File: src/rtl/fifo_read_arbiter_if.sv
// Read-side bundle shared by the FIFO read controller, the requesters and the
// arbiter. The arbiter takes the master view; the environment takes the slave view.
interface fifo_read_arbiter_if #(
    parameter int NREQ   = 4,
    parameter int IDW    = 2,
    parameter int DWIDTH = 8
);
    logic [NREQ-1:0]   req;
    logic              empty;
    logic              rden;
    logic [DWIDTH-1:0] rddata;
    logic              sync_flush;
    logic              remove;
    logic [NREQ-1:0]   gnt;
    logic [DWIDTH-1:0] dout;
    logic              dout_valid;
    logic [IDW-1:0]    dout_id;
    logic              busy;

    modport master (
        input  req, empty, rden, rddata, sync_flush,
        output remove, gnt, dout, dout_valid, dout_id, busy
    );

    modport slave (
        output req, empty, rden, rddata, sync_flush,
        input  remove, gnt, dout, dout_valid, dout_id, busy
    );
endinterface

File: src/rtl/fifo_read_arbiter.sv
// fifo_read_arbiter: hands the single FIFO read port to one requester at a
// time, round-robin, for bursts of at most BURST pops, and tags every word
// returned by the read controller with the index of the requester that owns it.
module fifo_read_arbiter #(
    parameter int NREQ   = 4,
    parameter int IDW    = 2,
    parameter int BURST  = 4,
    parameter int DWIDTH = 8
) (
    input  logic                clk_out,
    input  logic                rst,
    fifo_read_arbiter_if.master bus
);
    typedef enum logic [1:0] {
        IDLE  = 2'd0,
        SERVE = 2'd1,
        FLUSH = 2'd2
    } state_t;

    state_t            state;
    logic [IDW-1:0]    owner;
    logic [IDW-1:0]    last;
    logic [IDW-1:0]    tag;
    logic [3:0]        cnt;
    logic [NREQ-1:0]   gnt;
    logic              busy;
    logic [DWIDTH-1:0] dout;
    logic              dout_valid;
    logic [IDW-1:0]    dout_id;

    logic [IDW-1:0]    winner;
    logic [IDW-1:0]    idx;
    logic              found;
    logic              can_pop;

    // Round-robin pick: first asserted request scanning upward from last+1, wrapping
    always_comb begin
        winner = last;
        idx    = last;
        found  = 1'b0;
        for (int i = 0; i < NREQ; i++) begin
            idx = last + IDW'(i + 1);
            if (!found && bus.req[idx]) begin
                winner = idx;
                found  = 1'b1;
            end
        end
    end

    // The owner may pop while it still wants data, the FIFO has data and credit remains;
    // a flush kills the pop in the very cycle it appears
    assign can_pop    = bus.req[owner] & ~bus.empty & (cnt < 4'(BURST));
    assign bus.remove = (state == SERVE) & can_pop & ~bus.sync_flush;

    // Arbitration FSM: grant, burst counting, exit and flush handling with registered outputs
    always_ff @(posedge clk_out or negedge rst) begin
        if (!rst) begin
            state <= IDLE;
            gnt   <= '0;
            busy  <= 1'b0;
            cnt   <= '0;
            owner <= '0;
            last  <= IDW'(NREQ - 1);
        end else begin
            case (state)
                IDLE: begin
                    if (bus.sync_flush) begin
                        state <= FLUSH;
                        last  <= IDW'(NREQ - 1);
                    end else if (|bus.req && !bus.empty) begin
                        state <= SERVE;
                        owner <= winner;
                        gnt   <= NREQ'(1) << winner;
                        cnt   <= '0;
                        busy  <= 1'b1;
                    end
                end
                SERVE: begin
                    if (bus.sync_flush) begin
                        state <= FLUSH;
                        gnt   <= '0;
                        busy  <= 1'b0;
                        last  <= IDW'(NREQ - 1);
                    end else if (!can_pop) begin
                        state <= IDLE;
                        gnt   <= '0;
                        busy  <= 1'b0;
                        last  <= owner;
                    end else begin
                        cnt <= cnt + 4'd1;
                    end
                end
                FLUSH: begin
                    last <= IDW'(NREQ - 1);
                    if (!bus.sync_flush) begin
                        state <= IDLE;
                    end
                end
                default: begin
                    state <= IDLE;
                    gnt   <= '0;
                    busy  <= 1'b0;
                end
            endcase
        end
    end

    // Capture popped data one cycle after the pop, tagged with the owner of that pop
    always_ff @(posedge clk_out or negedge rst) begin
        if (!rst) begin
            tag        <= '0;
            dout       <= '0;
            dout_valid <= 1'b0;
            dout_id    <= '0;
        end else begin
            tag <= owner;
            if (bus.rden) begin
                dout       <= bus.rddata;
                dout_valid <= 1'b1;
                dout_id    <= tag;
            end else begin
                dout_valid <= 1'b0;
            end
        end
    end

    assign bus.gnt        = gnt;
    assign bus.busy       = busy;
    assign bus.dout       = dout;
    assign bus.dout_valid = dout_valid;
    assign bus.dout_id    = dout_id;
endmodule

File: src/flat_wrapper.sv
// flat-port wrapper written by rule: the top's interface ports become plain ports
module fifo_read_arbiter_flat 
#(
    parameter int NREQ   = 4,
    parameter int IDW    = 2,
    parameter int BURST  = 4,
    parameter int DWIDTH = 8
)
  (clk_out, rst, bus_req, bus_empty, bus_rden, bus_rddata, bus_sync_flush, bus_remove, bus_gnt, bus_dout, bus_dout_valid, bus_dout_id, bus_busy);
  fifo_read_arbiter_if #(.NREQ(NREQ), .IDW(IDW), .DWIDTH(DWIDTH)) bus_i ();
  input  logic clk_out;
  input  logic rst;
  input wire logic [$bits(bus_i.req)-1:0] bus_req;
  input wire logic [$bits(bus_i.empty)-1:0] bus_empty;
  input wire logic [$bits(bus_i.rden)-1:0] bus_rden;
  input wire logic [$bits(bus_i.rddata)-1:0] bus_rddata;
  input wire logic [$bits(bus_i.sync_flush)-1:0] bus_sync_flush;
  output wire logic [$bits(bus_i.remove)-1:0] bus_remove;
  output wire logic [$bits(bus_i.gnt)-1:0] bus_gnt;
  output wire logic [$bits(bus_i.dout)-1:0] bus_dout;
  output wire logic [$bits(bus_i.dout_valid)-1:0] bus_dout_valid;
  output wire logic [$bits(bus_i.dout_id)-1:0] bus_dout_id;
  output wire logic [$bits(bus_i.busy)-1:0] bus_busy;
  assign bus_i.req = bus_req;
  assign bus_i.empty = bus_empty;
  assign bus_i.rden = bus_rden;
  assign bus_i.rddata = bus_rddata;
  assign bus_i.sync_flush = bus_sync_flush;
  assign bus_remove = bus_i.remove;
  assign bus_gnt = bus_i.gnt;
  assign bus_dout = bus_i.dout;
  assign bus_dout_valid = bus_i.dout_valid;
  assign bus_dout_id = bus_i.dout_id;
  assign bus_busy = bus_i.busy;
  fifo_read_arbiter #(.NREQ(NREQ), .IDW(IDW), .BURST(BURST), .DWIDTH(DWIDTH)) u_core (.clk_out(clk_out), .rst(rst), .bus(bus_i));
endmodule
File: config.mk
export PLATFORM = sky130hd
export DESIGN_NAME = fifo_read_arbiter_flat
export DESIGN_NICKNAME = d
export VERILOG_FILES = /design/src/rtl/fifo_read_arbiter_if.sv /design/src/rtl/fifo_read_arbiter.sv /design/src/flat_wrapper.sv
export SDC_FILE = /design/constraint.sdc
export NUM_CORES = 1
export LEC_CHECK = 0
export CAP_MARGIN = 20
export CORE_ASPECT_RATIO = 0.7
export CORE_MARGIN = 2
export CORE_UTILIZATION = 47
export CTS_CLUSTER_DIAMETER = 100
export DETAILED_ROUTE_END_ITERATION = 8
export PLACE_DENSITY = 0.78
export SLEW_MARGIN = 5
export SYNTH_ARGS = -nofsm -noshare
export SYNTH_HDL_FRONTEND = slang
export SYNTH_SLANG_ARGS = --single-unit
File: constraint.sdc
create_clock -name clk_out -period 2 [get_ports clk_out]
set_clock_uncertainty 0.1 [all_clocks]
set_input_delay 0.4 -clock clk_out [delete_from_list [all_inputs] [get_ports clk_out]]
set_output_delay 0.4 -clock clk_out [all_outputs]
set_load 0.02 [all_outputs]
==> results of run 1 <==
## through the flow
| stage | worst slack, ps | hold slack [ps] |
|---|---|---|
| 2_1_floorplan | 214 | 4.41 |
| 3_3_place_gp | -505 | 361 |
| 3_5_place_dp | -526 | 369 |
| 4_1_cts | -45.4 | 394 |
| 5_1_grt | -143 | 419 |
| 6_report | -74.1 | 390 |
## cells in the final DEF, fill, tap and decap left out, drive strengths merged, types with 3 or more instances in the layout
cell            n
buf            30
clkdlybuf4s50  28
dfrtp          26
mux2           11
nand2b          7
o21ai           7
nor2            5
dlygate4sd2     4
nand2           3
a21oi           3
nor2b           3
clkbuf          3
nor3b           3
o31ai           3
## final cells by class
| cell class | count | area, um2 |
|---|---|---|
| clock buffers | 3 | 41.3 |
| clock inverters | 1 | 30.0 |
| fillers | 171 | 592 |
| inverters | 2 | 7.51 |
| multi-input cells | 69 | 554 |
| flip-flops and latches | 28 | 703 |
| well taps | 34 | 42.5 |
| repair buffers | 62 | 544 |
## routing by layer
metal  share of wire [%]  global-route usage [%]  routed length, um  up-vias
met2                  49                    38.4               1680       42
li1                    -                       -                  -      512
met1                  43                    27.7               1470      567
met3                 5.9                    5.04                203       11
met5                   0                       0                  0        -
met4                 2.4                    8.57                 81        0
## power groups by stage
stage               Clock, mW  Combinational [mW]  Sequential [mW]
CTS                     0.445               0.390            0.680
global route            0.471               0.443            0.690
floorplan                   0               0.121            0.734
detailed placement          0               0.388            0.691
finish                  0.444               0.416            0.682
global placement            0               0.375            0.684
## critical path, cell delays in order, from the launching register on
cell	delay [ps]
dfrtp_1	420
mux4_2	550
and4_4	200
buf_6	120
## path summary, 6_finish.rpt
path	startpoint	endpoint	cells after the start	slack, ps
setup / recovery	u_core.owner[0]	bus_remove	3	-70
hold / removal	rst	u_core.bus.gnt[1]	2	390
setup reg to reg	u_core.owner[0]	u_core.bus.gnt[1]	5	-30
hold reg to reg	u_core.bus.busy	u_core.bus.busy	1	390
max in group asynchronous	rst	u_core.last[1]	2	1110
min in group clk_out	u_core.bus.busy	u_core.bus.busy	1	390
## synth_stat cells, types with 2 or more instances
cell / number
nand2b_1: 7
nor3_1: 2
nor3b_1: 2
nand2_1: 3
dfstp_2: 2
o21ai_0: 7
a311o_1: 2
o41ai_1: 2
clkbuf_1: 3
a21oi_1: 3
inv_1: 2
mux2_2: 11
a2bb2oi_1: 2
nor2b_1: 3
nor2_1: 5
o31ai_1: 3
dfrtp_1: 26
## state kept, by name, summed over array words and instances, names as in the netlist
register,cells
u_core.bus.busy,1
u_core.bus.dout_valid,1
u_core.cnt,4
u_core.bus.dout_id,2
u_core.owner,2
u_core.tag,2
u_core.bus.gnt,4
u_core.state,2
u_core.bus.dout,8
u_core.last,2
## kinds of logic after synthesis
family | Yosys count | synth area share, %
and+or+nand+nor | 29 | 14.0
muxes | 12 | 11.6
AOI/OAI and AO/OA | 27 | 15.5
buffers and inverters | 7 | 2.27
adders and majority gates | 1 | 0.989
DFF | 28 | 55.6
## timing repair
action                     4_1_cts  5_1_grt
hold buffers                     0        0
gates resized for setup         11        3
setup buffers                    0        6
pin swaps                        4        0
setup endpoints to repair        7        8
==> flow_metrics.env, run 1 <==
export IMPL_maxSlewViolCount=0
export IMPL_cts_sinks=28
export IMPL_synth_fp_nets=122
export IMPL_clkTransAtPathRegs_ps=100
export IMPL_ys_warn_count=0
export IMPL_rsz0062_at_grt="yes"
export IMPL_ant_nets=0
export IMPL_remaining_drc_errors=0
export IMPL_stdcell_count=199
export IMPL_area_growth_pct=52.0
export IMPL_fin_tns_setup_ps=-113
export IMPL_hpwl_um=2270
export IMPL_initial_core_util_pct=50.3
export IMPL_p_sw_share_pct=26.6
export IMPL_antenna_cells=0
export IMPL_hold_class="input port to asynchronous set/reset pin"
export IMPL_synthCells=104
export IMPL_cp_end_kind="output pin"
export IMPL_maxCapViolCount=0
export IMPL_die_area_mm2=0.00313
export IMPL_slew_headroom_pct=71.7
export IMPL_ys_ff_latch=28
export IMPL_fp_dieH_um=47.4
export IMPL_place_inst=189
export IMPL_grt_pass1_vias=1066
export IMPL_yosysSeqAreaShare_pct=55.6
export IMPL_synth_edff_count=0
export IMPL_tightest_slew_ps=422
export IMPL_fmax_ghz=0.482
export IMPL_power_frac_clock_pct=28.8
export IMPL_path_max_fanout=2
export IMPL_grt_overflow=0
export IMPL_grtUsageTotal_pct=22.1
export IMPL_setup_viol=4
export IMPL_status="complete, but fails checks"
export IMPL_peakVddDrop_uv=541
export IMPL_wl_per_cell_um=17.3
export IMPL_yosysUniqueCellTypes=36
export IMPL_p_leak_nw=0.853
export IMPL_synth_top_flop_cell="dfrtp_1"
export IMPL_arrival_ps=1570
export IMPL_cts_buffers=3
export IMPL_ios=34
export IMPL_netlist_area_mm2=0.00126
export IMPL_timing_final_ws_setup_ps=-74.1
export IMPL_final_cell_area_mm2=0.00192
export IMPL_p_comb_share_pct=27.0
export IMPL_syn_avg_cell_area_um2=12.2
export IMPL_synth_area_leaders="dfrtp_1 51%, mux2_2 9.8%, dfstp_2 4.2%"
export IMPL_required_ps=1500
export IMPL_min_period_ps=2070
export IMPL_failed_checks="negative setup slack"
export IMPL_root_buffer="clkbuf_8"
export IMPL_core_mm2=0.00251
export IMPL_rows=15
export IMPL_cts_path_max_buffers=2
export IMPL_yosysTopAreaCellShare_pct=51.4
export IMPL_grt_pass1_wl_um=4940
export IMPL_grt_max_degree=29
export IMPL_p_int_mw=1.13
export IMPL_post_drt_via_cell_ratio=5.69
export IMPL_seq_power_share_pct=44.2
export IMPL_ys_async_sr_fraction_pct=100
export IMPL_finalPower_mw=1.54
export IMPL_power_density_mw_per_mm2=802
export IMPL_layout_drive_gt1_share_pct=33.3
export IMPL_crit_path_start_kind="flop"
export IMPL_finalCritPeriodShare_pct=104
export IMPL_via_count=1132
export IMPL_synth_largest_area_cell="dfrtp_1"
export IMPL_fin_util_pct=76.5
export IMPL_critPathKind="flop to output pin"
export IMPL_clock_latency_ps=280
export IMPL_wl_um=3440
export IMPL_initialDrtViolationCount=71
export IMPL_io_buffers=33
export IMPL_cts_max_level=1
export IMPL_hold_viol=0
export IMPL_antenna_found_initial=0
export IMPL_dieWidth_um=66.0
export IMPL_switchingPower_mw=0.410
export IMPL_cts_tree="built"
export IMPL_gp_congestion=0.812
export IMPL_place_area_mm2=0.00179
export IMPL_first_pass_iters=4
export IMPL_fin_nets=184
No activity file was read; power rests on OpenSTA's default activity.
==> inputs of run 2 (changes only) <==
--- a/constraint.sdc
+++ b/constraint.sdc
@@ -3,3 +3,3 @@
 set_input_delay 0.4 -clock clk_out [delete_from_list [all_inputs] [get_ports clk_out]]
 set_output_delay 0.4 -clock clk_out [all_outputs]
-set_load 0.02 [all_outputs]
+set_load 0.1 [all_outputs]
==> flow_metrics.env, run 2 (synthesis gave the netlist of run 1 again) <==
export IMPL_die_area_mm2=0.00313
export IMPL_cts_path_max_buffers=2
export IMPL_maxSlewViolCount=0
export IMPL_cpMaxStageDelayCell="mux4_2"
export IMPL_regArea_um2=703
export IMPL_cp_end_kind="output pin"
export IMPL_remaining_drc_errors=0
export IMPL_final_cell_mix="33 x buf_4, 26 x dfrtp_1, 11 x mux2_2"
export IMPL_dieWidth_um=66.0
export IMPL_path_max_fanout=2
export IMPL_stdcell_count=192
export IMPL_ios=34
export IMPL_min_period_ps=2040
export IMPL_initial_core_util_pct=50.3
export IMPL_slew_headroom_pct=66.2
export IMPL_rsz0062_at_grt="yes"
export IMPL_grt_pass1_wl_um=4910
export IMPL_wl_um=3240
export IMPL_post_drt_via_cell_ratio=5.64
export IMPL_hold_class="input port to asynchronous set/reset pin"
export IMPL_layout_drive_gt1_share_pct=41.8
export IMPL_gp_congestion=0.778
export IMPL_cp_slowest_stage_delay_ps=530
export IMPL_fin_nets=177
export IMPL_cts_buffers=3
export IMPL_cts_tree="built"
export IMPL_timing_final_ws_setup_ps=-39.0
export IMPL_critPathBufInv=1
export IMPL_core_mm2=0.00251
export IMPL_rows=15
export IMPL_rrSetupSlack_ps=-40
export IMPL_cts_hold_buf=0
export IMPL_hpwl_um=2330
export IMPL_root_buffer="clkbuf_8"
export IMPL_ant_nets=0
export IMPL_peakVddDrop_uv=634
export IMPL_required_ps=1500
export IMPL_final_common_cell="buf_4"
export IMPL_crit_path_start_kind="flop"
export IMPL_grtUsageTotal_pct=22.0
export IMPL_finalCritPeriodShare_pct=102
export IMPL_critPathKind="flop to output pin"
export IMPL_maxCapViolCount=0
export IMPL_setup_viol=2
export IMPL_area_growth_pct=50.5
export IMPL_fmax_ghz=0.490
export IMPL_clock_latency_ps=280
export IMPL_via_count=1083
export IMPL_antenna_cells=0
export IMPL_grt_pass1_vias=990
export IMPL_multi_input_area_um2=556
export IMPL_grt_max_degree=29
export IMPL_largest_register_ffs=8
export IMPL_place_inst=187
export IMPL_antenna_found_initial=0
export IMPL_cts_max_level=1
export IMPL_grt_overflow=0
export IMPL_path_delay_family="multiplexers"
export IMPL_hold_viol=0
export IMPL_first_pass_iters=4
export IMPL_finalPower_mw=1.80
export IMPL_wl_per_cell_um=16.9
export IMPL_cts_sinks=28
export IMPL_tightest_slew_ps=505
export IMPL_fin_tns_setup_ps=-76.3
export IMPL_failed_checks="negative setup slack"
export IMPL_initialDrtViolationCount=36
export IMPL_reg_top3="u_core.bus.dout: 8 flops, u_core.bus.gnt: 4 flops, u_core.cnt: 4 flops"
export IMPL_status="complete, but fails checks"
export IMPL_power_density_mw_per_mm2=945
export IMPL_p_leak_nw=0.870
export IMPL_nFillCells=176
export IMPL_path_cells="mux4_2, and4_4, buf_12"
export IMPL_io_buffers=33
export IMPL_arrival_ps=1540
export IMPL_fp_dieH_um=47.4
export IMPL_clkTransAtPathRegs_ps=100
export IMPL_regMostFlops="u_core.bus.dout"
run 2: cell types whose count changed in the layout (fill, tap and decap cells not counted), moves of 2 or more:
cell             change
o21ai_0              -2
nor2_2               +2
o21ai_1              +2
buf_4                +4
buf_12               +6
nor2_1               -2
clkdlybuf4s50_1     -18
run 2: layout make-up:
class / instances / area share (%)
sequential: 28 / 36.9
multi-input combinational: 69 / 29.2
timing repair buffer: 55 / 27.5
clock inverter: 1 / 1.58
clock buffer: 3 / 2.17
tap: 34 / 2.23
inverter: 2 / 0.394
run 2: per-stage QoR:
stage	util, %	worst slack (ps)	instance area (um2)	hold slack, ps
after global placement	71.8	-211	1810	355
after CTS	75.0	-33.8	1890	375
after floorplan	-	20.6	1260	4.41
after global routing	75.7	-90.5	1900	407
after detailed placement	71.8	-269	1810	352
final	75.7	-39.0	1900	385
run 2: path summary, 6_finish.rpt:
| path | start | endpoint | cells past startpoint |
|---|---|---|---|
| min in group clk_out | u_core.tag[0] | u_core.bus.dout_id[0] | 1 |
| setup / recovery | u_core.owner[0] | bus_remove | 3 |
| hold reg to reg | u_core.tag[0] | u_core.bus.dout_id[0] | 1 |
| hold / removal | rst | u_core.tag[0] | 2 |
| setup reg to reg | u_core.owner[0] | u_core.bus.gnt[2] | 5 |
| max in group asynchronous | rst | u_core.last[0] | 2 |
run 2: worst reg2reg max path, stage by stage (launching register included):
cell	delay, ps
dfrtp_1	400
mux4_2	530
and4_4	180
buf_4	140
or2_4	270
o31ai_1	310
run 2: repair_timing:
action | in CTS | in global routing
buffers inserted | 1 | 0
setup endpoints to repair | 1 | 5
gates resized for setup | 7 | 6
pin swaps | 2 | 1
run 2: power breakdown:
part	leakage [nW]	internal, mW	switching (mW)
combinational	0.490	0.225	0.439
clock	0.0357	0.268	0.179
sequential	0.345	0.637	0.0527
total	0.870	1.13	0.670
run 2: metal layers:
metal | vias to the layer above | wire length [um] | track usage, %
li1 | 497 | - | -
met1 | 554 | 1370 | 28.8
met2 | 26 | 1660 | 37.6
met3 | 6 | 148 | 4.80
met4 | 0 | 55 | 7.76
met5 | - | 0 | 0
